<file path="config.mk">
export PLATFORM = sky130hd
export DESIGN_NAME = dsp_frame_io
export DESIGN_NICKNAME = d
export VERILOG_FILES = /design/src/rtl/dsp_io_pkg.sv /design/src/rtl/dsp_io_skid.sv /design/src/rtl/dsp_frame_io.sv
export SDC_FILE = /design/constraint.sdc
export NUM_CORES = 1
export LEC_CHECK = 0
export ABC_AREA = 1
export BUFFER_PORTS_ARGS = -buffer_cell sky130_fd_sc_hd__buf_4
export CORE_MARGIN = 1.5
export CORE_UTILIZATION = 25
export DETAILED_ROUTE_END_ITERATION = 6
export PLACE_DENSITY = 0.54
export SYNTH_ARGS = -nofsm -noshare
export SYNTH_HDL_FRONTEND = slang
export SYNTH_SLANG_ARGS = --single-unit
export TNS_END_PERCENT = 30
</file>
<file path="constraint.sdc">
create_clock -name clk -period 8.92 [get_ports clk]
set_clock_uncertainty 0.1 [all_clocks]
set_input_delay 1.784 -clock clk [delete_from_list [all_inputs] [get_ports clk]]
set_output_delay 1.784 -clock clk [all_outputs]
set_load 0.05 [all_outputs]
</file>
<file path="src/rtl/dsp_io_pkg.sv">
// dsp_io_pkg: shared types and defaults for the DSP frame I/O sequencer.
// Holds the sequencer state enum, the default memory/data widths and the
// drain-credit helper used to throttle output-memory reads.
package dsp_io_pkg;

    localparam int DEF_DAW = 10;
    localparam int DEF_DWW = 36;

    typedef enum logic [1:0] {
        COLLECT = 2'd0,
        RUN     = 2'd1,
        DRAIN   = 2'd2
    } io_state_t;

    // Slots of the 2-entry output buffer that remain committed after this
    // cycle: samples already buffered plus the read in flight, minus the
    // sample leaving on this cycle's handshake.
    function automatic logic [2:0] credit_used(
        input logic [1:0] buffered,
        input logic       inflight,
        input logic       pop
    );
        credit_used = {1'b0, buffered} + {2'b00, inflight} - {2'b00, pop};
    endfunction

endpackage

</file>
<file path="src/rtl/dsp_io_skid.sv">
// dsp_io_skid: 2-entry output FIFO with valid/ready on both sides.
// The head entry is held in a register, so out_data stays stable while the
// consumer stalls.
module dsp_io_skid
    import dsp_io_pkg::*;
#(
    parameter int DWW = DEF_DWW
) (
    input  logic           clk,
    input  logic           reset,
    input  logic           in_valid,
    output logic           in_ready,
    input  logic [DWW-1:0] in_data,
    output logic           out_valid,
    input  logic           out_ready,
    output logic [DWW-1:0] out_data,
    output logic [1:0]     count
);

    logic [DWW-1:0] data_q [2];
    logic           wr_ptr_q;
    logic           rd_ptr_q;
    logic [1:0]     count_q;
    logic [1:0]     count_d;
    logic           push_s;
    logic           pop_s;

    assign in_ready  = (count_q != 2'd2);
    assign out_valid = (count_q != 2'd0);
    assign out_data  = data_q[rd_ptr_q];
    assign count     = count_q;
    assign push_s    = in_valid && in_ready;
    assign pop_s     = out_valid && out_ready;

    // Occupancy next-state from the push/pop pair.
    always_comb begin
        count_d = count_q;
        case ({push_s, pop_s})
            2'b10:   count_d = count_q + 2'd1;
            2'b01:   count_d = count_q - 2'd1;
            default: count_d = count_q;
        endcase
    end

    // Storage, pointers and occupancy.
    always_ff @(posedge clk or posedge reset) begin
        if (reset) begin
            data_q[0] <= {DWW{1'b0}};
            data_q[1] <= {DWW{1'b0}};
            wr_ptr_q  <= 1'b0;
            rd_ptr_q  <= 1'b0;
            count_q   <= 2'd0;
        end else begin
            count_q <= count_d;
            if (push_s) begin
                data_q[wr_ptr_q] <= in_data;
                wr_ptr_q         <= ~wr_ptr_q;
            end
            if (pop_s) begin
                rd_ptr_q <= ~rd_ptr_q;
            end
        end
    end

endmodule

</file>
<file path="src/rtl/dsp_frame_io.sv">
// dsp_frame_io: frame sequencer between sample streams and a DSP core.
// COLLECT writes NIN input samples into data memory, RUN hands the memory
// to the DSP for RUN_CYCLES cycles (after a one-cycle dsp_start pulse),
// DRAIN reads NOUT results back out through a 2-entry FIFO.
// Optional: define DSP_FRAME_IO_COUNT_EN to add the 16-bit frame_count output.
module dsp_frame_io
    import dsp_io_pkg::*;
#(
    parameter int             DAW        = DEF_DAW,
    parameter int             DWW        = DEF_DWW,
    parameter int             NIN        = 8,
    parameter int             NOUT       = 8,
    parameter logic [DAW-1:0] IN_BASE    = 10'h000,
    parameter logic [DAW-1:0] OUT_BASE   = 10'h040,
    parameter int             RUN_CYCLES = 520
) (
    input  logic           clk,
    input  logic           reset,
    input  logic           in_valid,
    output logic           in_ready,
    input  logic [DWW-1:0] in_data,
    output logic           out_valid,
    input  logic           out_ready,
    output logic [DWW-1:0] out_data,
    output logic [DAW-1:0] mem_addr,
    output logic [DWW-1:0] mem_wdata,
    output logic           mem_we,
    input  logic [DWW-1:0] mem_rdata,
    output logic           io_owns_mem,
    output logic           dsp_start,
`ifdef DSP_FRAME_IO_COUNT_EN
    output logic [15:0]    frame_count,
`endif
    output logic           busy
);

    // Sample indices go up to 64, so 7 bits cover both counters.
    localparam int              IDXW     = 7;
    localparam int              RCW      = $clog2(RUN_CYCLES + 1) + 1;
    localparam logic [IDXW-1:0] IN_LAST  = IDXW'(NIN - 1);
    localparam logic [IDXW-1:0] OUT_LAST = IDXW'(NOUT - 1);
    localparam logic [IDXW-1:0] OUT_NUM  = IDXW'(NOUT);
    localparam logic [RCW-1:0]  RUN_LAST = RCW'(RUN_CYCLES);

    io_state_t       state_q;
    logic [IDXW-1:0] idx_q;
    logic [RCW-1:0]  run_cnt_q;
    logic            dsp_start_q;
    logic [IDXW-1:0] rd_idx_q;
    logic [IDXW-1:0] out_cnt_q;
    logic            inflight_q;

    logic            accept_s;
    logic            pop_s;
    logic            rd_issue_s;
    logic            push_s;
    logic            skid_in_ready_s;
    logic [1:0]      skid_count_s;
    logic [2:0]      credit_s;

    // in_ready is held low while reset is asserted even though the state
    // already reads COLLECT.
    assign in_ready    = (state_q == COLLECT) && !reset;
    assign accept_s    = in_valid && in_ready;
    assign pop_s       = out_valid && out_ready;
    assign busy        = (state_q == RUN);
    assign io_owns_mem = (state_q != RUN);
    assign dsp_start   = dsp_start_q;

    // A read may go out when the FIFO will still have a free slot for it,
    // counting the sample that leaves this cycle; this sustains one output
    // per cycle with out_ready held high and never overfills the FIFO.
    assign credit_s   = credit_used(skid_count_s, inflight_q, pop_s);
    assign rd_issue_s = (state_q == DRAIN) && (rd_idx_q != OUT_NUM) && (credit_s < 3'd2);

    // Read data returns one cycle after the address; capture it then.
    assign push_s = inflight_q && skid_in_ready_s;

    // Shared memory port: input writes in COLLECT, output reads in DRAIN, zero otherwise.
    always_comb begin
        mem_we    = 1'b0;
        mem_addr  = {DAW{1'b0}};
        mem_wdata = {DWW{1'b0}};
        if (accept_s) begin
            mem_we    = 1'b1;
            mem_addr  = IN_BASE + DAW'(idx_q);
            mem_wdata = in_data;
        end else if (rd_issue_s) begin
            mem_addr  = OUT_BASE + DAW'(rd_idx_q);
        end else begin
            mem_we    = 1'b0;
        end
    end

    // Frame sequencer: COLLECT -> RUN -> DRAIN -> COLLECT with its counters.
    always_ff @(posedge clk or posedge reset) begin
        if (reset) begin
            state_q     <= COLLECT;
            idx_q       <= IDXW'(0);
            run_cnt_q   <= RCW'(0);
            dsp_start_q <= 1'b0;
            rd_idx_q    <= IDXW'(0);
            out_cnt_q   <= IDXW'(0);
            inflight_q  <= 1'b0;
        end else begin
            dsp_start_q <= 1'b0;
            inflight_q  <= rd_issue_s;
            case (state_q)
                COLLECT: begin
                    if (accept_s) begin
                        if (idx_q == IN_LAST) begin
                            idx_q     <= IDXW'(0);
                            run_cnt_q <= RCW'(0);
                            state_q   <= RUN;
                        end else begin
                            idx_q <= idx_q + IDXW'(1);
                        end
                    end
                end
                RUN: begin
                    // Count 0 is the entry cycle; the pulse lands on count 1,
                    // which is the first of the RUN_CYCLES counted cycles.
                    if (run_cnt_q == RCW'(0)) begin
                        dsp_start_q <= 1'b1;
                    end
                    if (run_cnt_q == RUN_LAST) begin
                        run_cnt_q <= RCW'(0);
                        rd_idx_q  <= IDXW'(0);
                        out_cnt_q <= IDXW'(0);
                        state_q   <= DRAIN;
                    end else begin
                        run_cnt_q <= run_cnt_q + RCW'(1);
                    end
                end
                DRAIN: begin
                    if (rd_issue_s) begin
                        rd_idx_q <= rd_idx_q + IDXW'(1);
                    end
                    if (pop_s) begin
                        if (out_cnt_q == OUT_LAST) begin
                            out_cnt_q <= IDXW'(0);
                            rd_idx_q  <= IDXW'(0);
                            state_q   <= COLLECT;
                        end else begin
                            out_cnt_q <= out_cnt_q + IDXW'(1);
                        end
                    end
                end
                default: begin
                    state_q <= COLLECT;
                end
            endcase
        end
    end

    dsp_io_skid #(
        .DWW (DWW)
    ) u_skid (
        .clk       (clk),
        .reset     (reset),
        .in_valid  (push_s),
        .in_ready  (skid_in_ready_s),
        .in_data   (mem_rdata),
        .out_valid (out_valid),
        .out_ready (out_ready),
        .out_data  (out_data),
        .count     (skid_count_s)
    );

`ifdef DSP_FRAME_IO_COUNT_EN
    logic        frame_done_s;
    logic [15:0] frame_count_q;

    assign frame_done_s = (state_q == DRAIN) && pop_s && (out_cnt_q == OUT_LAST);
    assign frame_count  = frame_count_q;

    // Completed-frame counter, wrapping naturally at 16 bits.
    always_ff @(posedge clk or posedge reset) begin
        if (reset) begin
            frame_count_q <= 16'd0;
        end else if (frame_done_s) begin
            frame_count_q <= frame_count_q + 16'd1;
        end else begin
            frame_count_q <= frame_count_q;
        end
    end
`endif

endmodule
</file>
## Word-level counts from Yosys, hierarchy flattened

Index checks and enable logic that the tools add are counted.

- Bitwise logic cells: 4
- Add/subtract/negate cells: 9
- Magnitude comparators: 4
- Muxes and demuxes: 32
- Eq/ne operators: 15
- Reductions and logical operators: 20

Operator list:

| kind | number |
|---|---|
| 36-bit 2-to-1 mux | 5 |
| 72-bit bitwise mux | 1 |
| 7-bit 2-to-1 mux | 7 |
| 36-bit demux with 1-bit select | 1 |
| 11-bit 2-to-1 mux | 3 |
| 7-bit case mux with 2 select lines | 2 |
| 11-bit case mux with 2 select lines | 1 |
| 7-bit by 1-bit adder with 7-bit output, second input constant | 3 |
| 8-bit 2-to-1 mux | 2 |
| 7-bit by 3-bit equality test with 1-bit output, second input constant | 2 |
| 11-bit by 1-bit adder with 11-bit output, second input constant | 1 |
| 11-bit by 10-bit equality test with 1-bit output, second input constant | 1 |
| 11-bit logical NOT | 1 |
| 2-bit 2-to-1 mux | 5 |
| 7-bit by 7-bit adder with 8-bit output, first input constant | 1 |
| 1-bit logical AND | 8 |
| 2-bit by 1-bit inequality test with 1-bit output, second input constant | 4 |
| 2-bit nonzero test | 4 |
| 7-bit by 4-bit inequality test with 1-bit output, second input constant | 1 |
| 2-bit inequality test, second input constant | 3 |
| 2-bit case mux with 3 select lines | 1 |
| 3-bit AND reduction | 2 |
| 5-bit AND reduction | 1 |
| 2-bit by 1-bit equality test with 1-bit output, second input constant | 2 |
| 15 further kinds | 22 |

- Flip-flop bits (word level): 112
- Output and inout port bits: 88
- Word-level logic and storage cells: 96

## Depth between registers and ports, before layout

- Depth in word-level cells: 9
- Mapped depth: 15
- Mapped depth without buffers: 15

## Modules after synthesis

Synthesis repeated with hierarchy kept, for this count alone.

- Cells, all modules: 866
- Area total of the unflattened synthesis: 6486.2 µm²

By module, submodules not included:

| module | times used | cells each | area each (µm²) | seq. area each (µm²) |
|---|---|---|---|---|
| dsp_io_skid | 1 | 463 | 3788.6 | 1901.8 |
| dsp_frame_io | 1 | 403 | 2697.6 | 900.9 |

## Least setup slack after synthesis

Ideal clock, no wire load.

- Path kind: input port to output port
- Start: input reset
- End: output mem_addr[0]
- Slack: 3116 ps
- Stages: 4
- Buffers on the path: 1
- Arrival time: 3920 ps
- Cell sequence: nor3_2 nand2_2 buf_6 o21ai_0

- Longest elaborated chain between the ends: 4

RTL lines:

| element | line | text |
|---|---|---|
| from (decl) | dsp_frame_io.sv:18 | `input logic reset,` |
| 1-bit logical NOT (no source line) | - |  |
| 1-bit logical AND | dsp_frame_io.sv:63 | `assign in_ready = (state_q == COLLECT) && !reset;` |
| 1-bit logical AND | dsp_frame_io.sv:64 | `assign accept_s = in_valid && in_ready;` |
| 8-bit 2-to-1 mux | dsp_frame_io.sv:84 | `if (accept_s) begin` |
| to (decl) | dsp_frame_io.sv:25 | `output logic [DAW-1:0] mem_addr,` |

No other way between the ends.

## Final worst setup path

- Start: input out_ready
- End: output mem_addr[0]

- Longest elaborated chain between the ends: 6

RTL lines:

| element | line | text |
|---|---|---|
| from (decl) | dsp_frame_io.sv:23 | `input logic out_ready,` |
| 1-bit logical AND | dsp_frame_io.sv:65 | `assign pop_s = out_valid && out_ready;` |
| 3-bit by 1-bit subtractor with 3-bit output | dsp_io_pkg.sv:23 | `credit_used = {1'b0, buffered} + {2'b00, inflight} - {2'b00, pop};` |
| 3-bit by 2-bit < comparator with 1-bit output | dsp_frame_io.sv:74 | `assign rd_issue_s = (state_q == DRAIN) && (rd_idx_q != OUT_NUM) && (credit_s < 3'd2);` |
| 1-bit logical AND | dsp_frame_io.sv:74 |  |
| net rd_issue_s | dsp_frame_io.sv:55 | `logic rd_issue_s;` |
| 8-bit 2-to-1 mux | dsp_frame_io.sv:88 | `end else if (rd_issue_s) begin` |
| 8-bit 2-to-1 mux | dsp_frame_io.sv:84 |  |

The timed path passes the listed nets, and every way through them passes these cells.

==> flow_summary_export.csv <==
group,metric,value,unit
power_and_ir_drop,p_int,1.002,mW
power_and_ir_drop,p_leak,4.114,nW
final_layout,fillers,2550,
cts,cts_setup_buffers,0,
setup_path,endpoint,"mem_addr[0]",
floorplanning,die_x,157.3,µm
power_and_ir_drop,swShare,39.01,%
setup_path,crit_type,"input pin to output port",
cts,post_cts_resized,0,
route,drt_iter0_drc,235,
synth,yosys_warnings,0,
final_layout,num_antenna_cells,0,
final_layout,drive_gt1_share,29.14,%
sta,finalSetupViolCount,0,
job,max_cap_viol_count,0,
sta,relSlewSlack,41.88,%
status,status,"finished, final reports clean",
synth,synth-seq-area-share,47.12,%
power_and_ir_drop,seqPwrFrac,37.1,%
floorplanning,core,0.02340,mm²
synth,synth_ff_type,"dfrtp_1",
floorplanning,die_area,0.02473,mm²
route,avgViaCountPerCell,4.109,
sta,rsz0062_at_grt,"false",
cts,htree_levels,3,
final_layout,fin_util,32.85,%
cts,clk_pin_slew,70,ps
power_and_ir_drop,pwr-share-clk,26.0,%
power_and_ir_drop,ir_drop,0.08162,mV
cts,clk_path_buf_depth,2,
grt,grt_max_degree,74,
final_layout,syn2layout_area_growth,29.26,%
floorplanning,die_h,157.3,µm
cts,cts_hold_buf,0,
floorplanning,boundaryPins,164,
sta,fmax,170.2,MHz
power_and_ir_drop,pwr-share-comb,36.9,%
setup_path,arrival,3990,ps
final_layout,nets,954,
cts,cts_tree,"done",
setup_path,reg2reg_depth,11,
setup_path,startpoint_type,"input pin",
route,detail_route.wl_per_cell,12.07,µm
cts,clk_latency,340,ps
min_path,hold_class,"register to register",
place,place_hpwl,10.03,mm
setup_path,critPathMaxFanout,10,
route,num_vias,4906,
place,gp_congestion,0.7685,
place,dpl.cell_count,1178,
power_and_ir_drop,power.switching,0.6408,mW
floorplanning,num_rows,56,
grt,grt_pass1_wl,22.91,mm
power_and_ir_drop,power_density,213.7,mW/mm²
sta,tns,0,ps
synth,synthesis.area,0.005948,mm²
setup_path,cp_data_required_time,7040,ps
grt,antenna_found_initial,0,
route,wl,14.42,mm
floorplanning,start_util,25.42,%
route,drtAntennaViolNets,0,
synth,synth_cell_types,35,
synth,synth_area_per_cell,8.204,µm²
synth,synth_edf_count,0,
synth,synth_cells,725,
grt,track_usage,11.69,%
final_layout,fin_cells,1194,
grt,overflow,0,
synth,ys_seq_elements,112,
route,route.detailed.drc,0,
cts,cts_root_buf,"clkbuf_16",
cts,cts-buffers-inserted,9,
setup_path,r2r-end,"rd_idx_q[0]$_DFFE_PP0P_",
cts,cts_sinks,112,
setup_path,worstSetupStartpoint,"out_ready",
sta,tightest_slew,868.7,ps
place,port_buffers,161,
setup_path,r2r-start,"u_skid.count[1]$_DFFE_PP0P_",
setup_path,cp-end-kind,"output port",
sta,hold_violations,0,
synth,async_flop_share,100.0,%
setup_path,r2r_slack,6290,ps
grt,grt_pass1_vias,4712,
sta,layout_min_cycle_time,5877,ps
sta,maxSlewViolCount,0,
route,first_pass_iters,6,
sta,period_share,65.89,%
worst min-delay path by stage:
stage	startpoint	to	slack [ps]	cells after the start
2_1_floorplan	u_skid.data_q[0]$_DFFE_PP0P_	u_skid.data_q[0]$_DFFE_PP0P_	350	2
3_3_place_gp	u_skid.data_q[7]$_DFFE_PP0P_	u_skid.data_q[7]$_DFFE_PP0P_	360	2
3_5_place_dp	u_skid.data_q[11]$_DFFE_PP0P_	u_skid.data_q[11]$_DFFE_PP0P_	370	2
4_1_cts	u_skid.data_q[11]$_DFFE_PP0P_	u_skid.data_q[11]$_DFFE_PP0P_	390	2
5_1_grt	u_skid.data_q[11]$_DFFE_PP0P_	u_skid.data_q[11]$_DFFE_PP0P_	400	2
6_report	u_skid.data_q[32]$_DFFE_PP0P_	u_skid.data_q[32]$_DFFE_PP0P_	380	2
state kept, by name, summed over array words and instances (netlist names):
name / count
u_skid.data_q: 72
run_cnt_q: 11
idx_q: 7
out_cnt_q: 7
rd_idx_q: 7
state_q: 2
u_skid.count: 2
dsp_start: 1
inflight_q: 1
u_skid.rd_ptr_q: 1
u_skid.wr_ptr_q: 1
synth_stat cells (2+ instances only):
library cell,number,area [µm²]
nand4_1,10,62.56
o21ai_1,40,200.2
nand3_1,29,145.1
dfrtp_1,112,2803
buf_2,17,85.08
o21ai_0,46,230.2
o21ai_2,7,61.31
nor2_4,2,22.52
nor2_2,3,18.77
inv_1,116,435.4
nand2_1,164,615.6
nor3_1,2,10.01
buf_4,4,30.03
nor3_2,2,20.02
mux2_2,36,405.4
nor2_1,67,251.5
ha_1,7,87.58
xor2_1,11,96.34
clkbuf_1,3,11.26
or2_1,2,12.51
buf_6,8,90.09
a21oi_1,3,15.01
nand2_2,12,75.07
inv_2,6,22.52
o22ai_1,6,37.54
power by group through the flow:
stage / Combinational, mW / Sequential [mW] / Clock [mW]
final: 0.606 / 0.609 / 0.427
after global routing: 0.666 / 0.618 / 0.470
after CTS: 0.615 / 0.609 / 0.450
after detailed placement: 0.613 / 0.619 / 0
after global placement: 0.609 / 0.618 / 0
after floorplan: 0.474 / 0.600 / 0
metrics by stage:
stage,hold WS [ps],setup WS [ps],area [µm²],total power [mW]
6_report,382.2,3043,7689,1.643
5_1_grt,402.2,2810,7689,1.754
4_1_cts,387.0,3033,7689,1.675
3_5_place_dp,368.4,3044,7376,1.232
3_3_place_gp,360.0,3084,7376,1.227
2_1_floorplan,347.6,3116,5952,1.074
routing by layer:
metal	share of wire, %	up-vias	GRT usage [%]
met1	45	2206	14.11
li1	-	2533	-
met5	0	-	0
met3	11	5	4.873
met2	44	162	19.38
met4	0.48	0	2.561
critical path, stage by stage:
cell	delay (ps)
buf_4	90
inv_1	70
o21ai_0	350
nand2_1	120
fa_1	530
inv_1	60
nor2_2	110
nand2_2	90
nor2_4	200
ha_1	190
nand2_1	50
o21ai_0	110
buf_4	240
cells in the final DEF (no fill, tap or decap), types with 10 or more instances in the layout:
master	count
mux2_2	36
nand2_1	164
nor2_1	67
nand3_1	29
nand4_1	10
buf_4	165
nand2_2	12
o21ai_1	40
dfrtp_1	112
inv_1	115
o21ai_0	46
xor2_1	11
cells by family (layout without fill, tap and decap cells):
group / Yosys count / after routing / synth area share (%)
AO/OA/AOI/OAI: 105 / 105 / 9.613
buffers and inverters: 154 / 303 / 11.34
XOR/XNOR: 12 / 12 / 1.767
multiplexers: 36 / 36 / 6.815
flip-flops: 112 / 112 / 47.12
AND/OR/NAND/NOR: 297 / 297 / 21.48
adder cells (fa/ha/maj): 8 / 8 / 1.809
other: 1 / 2 / 0.06304
area by class of cell:
class	count	area, µm²	share of cell area, %
clock buffer	10	239.0	3.108
clock inverter	6	73.82	0.9601
inverter	122	460.4	5.989
multi-input combinational	460	2475	32.19
sequential	112	2803	36.45
tap	319	399.1	5.191
timing repair buffer	165	1239	16.11
Power figures use the tool's default switching activity.
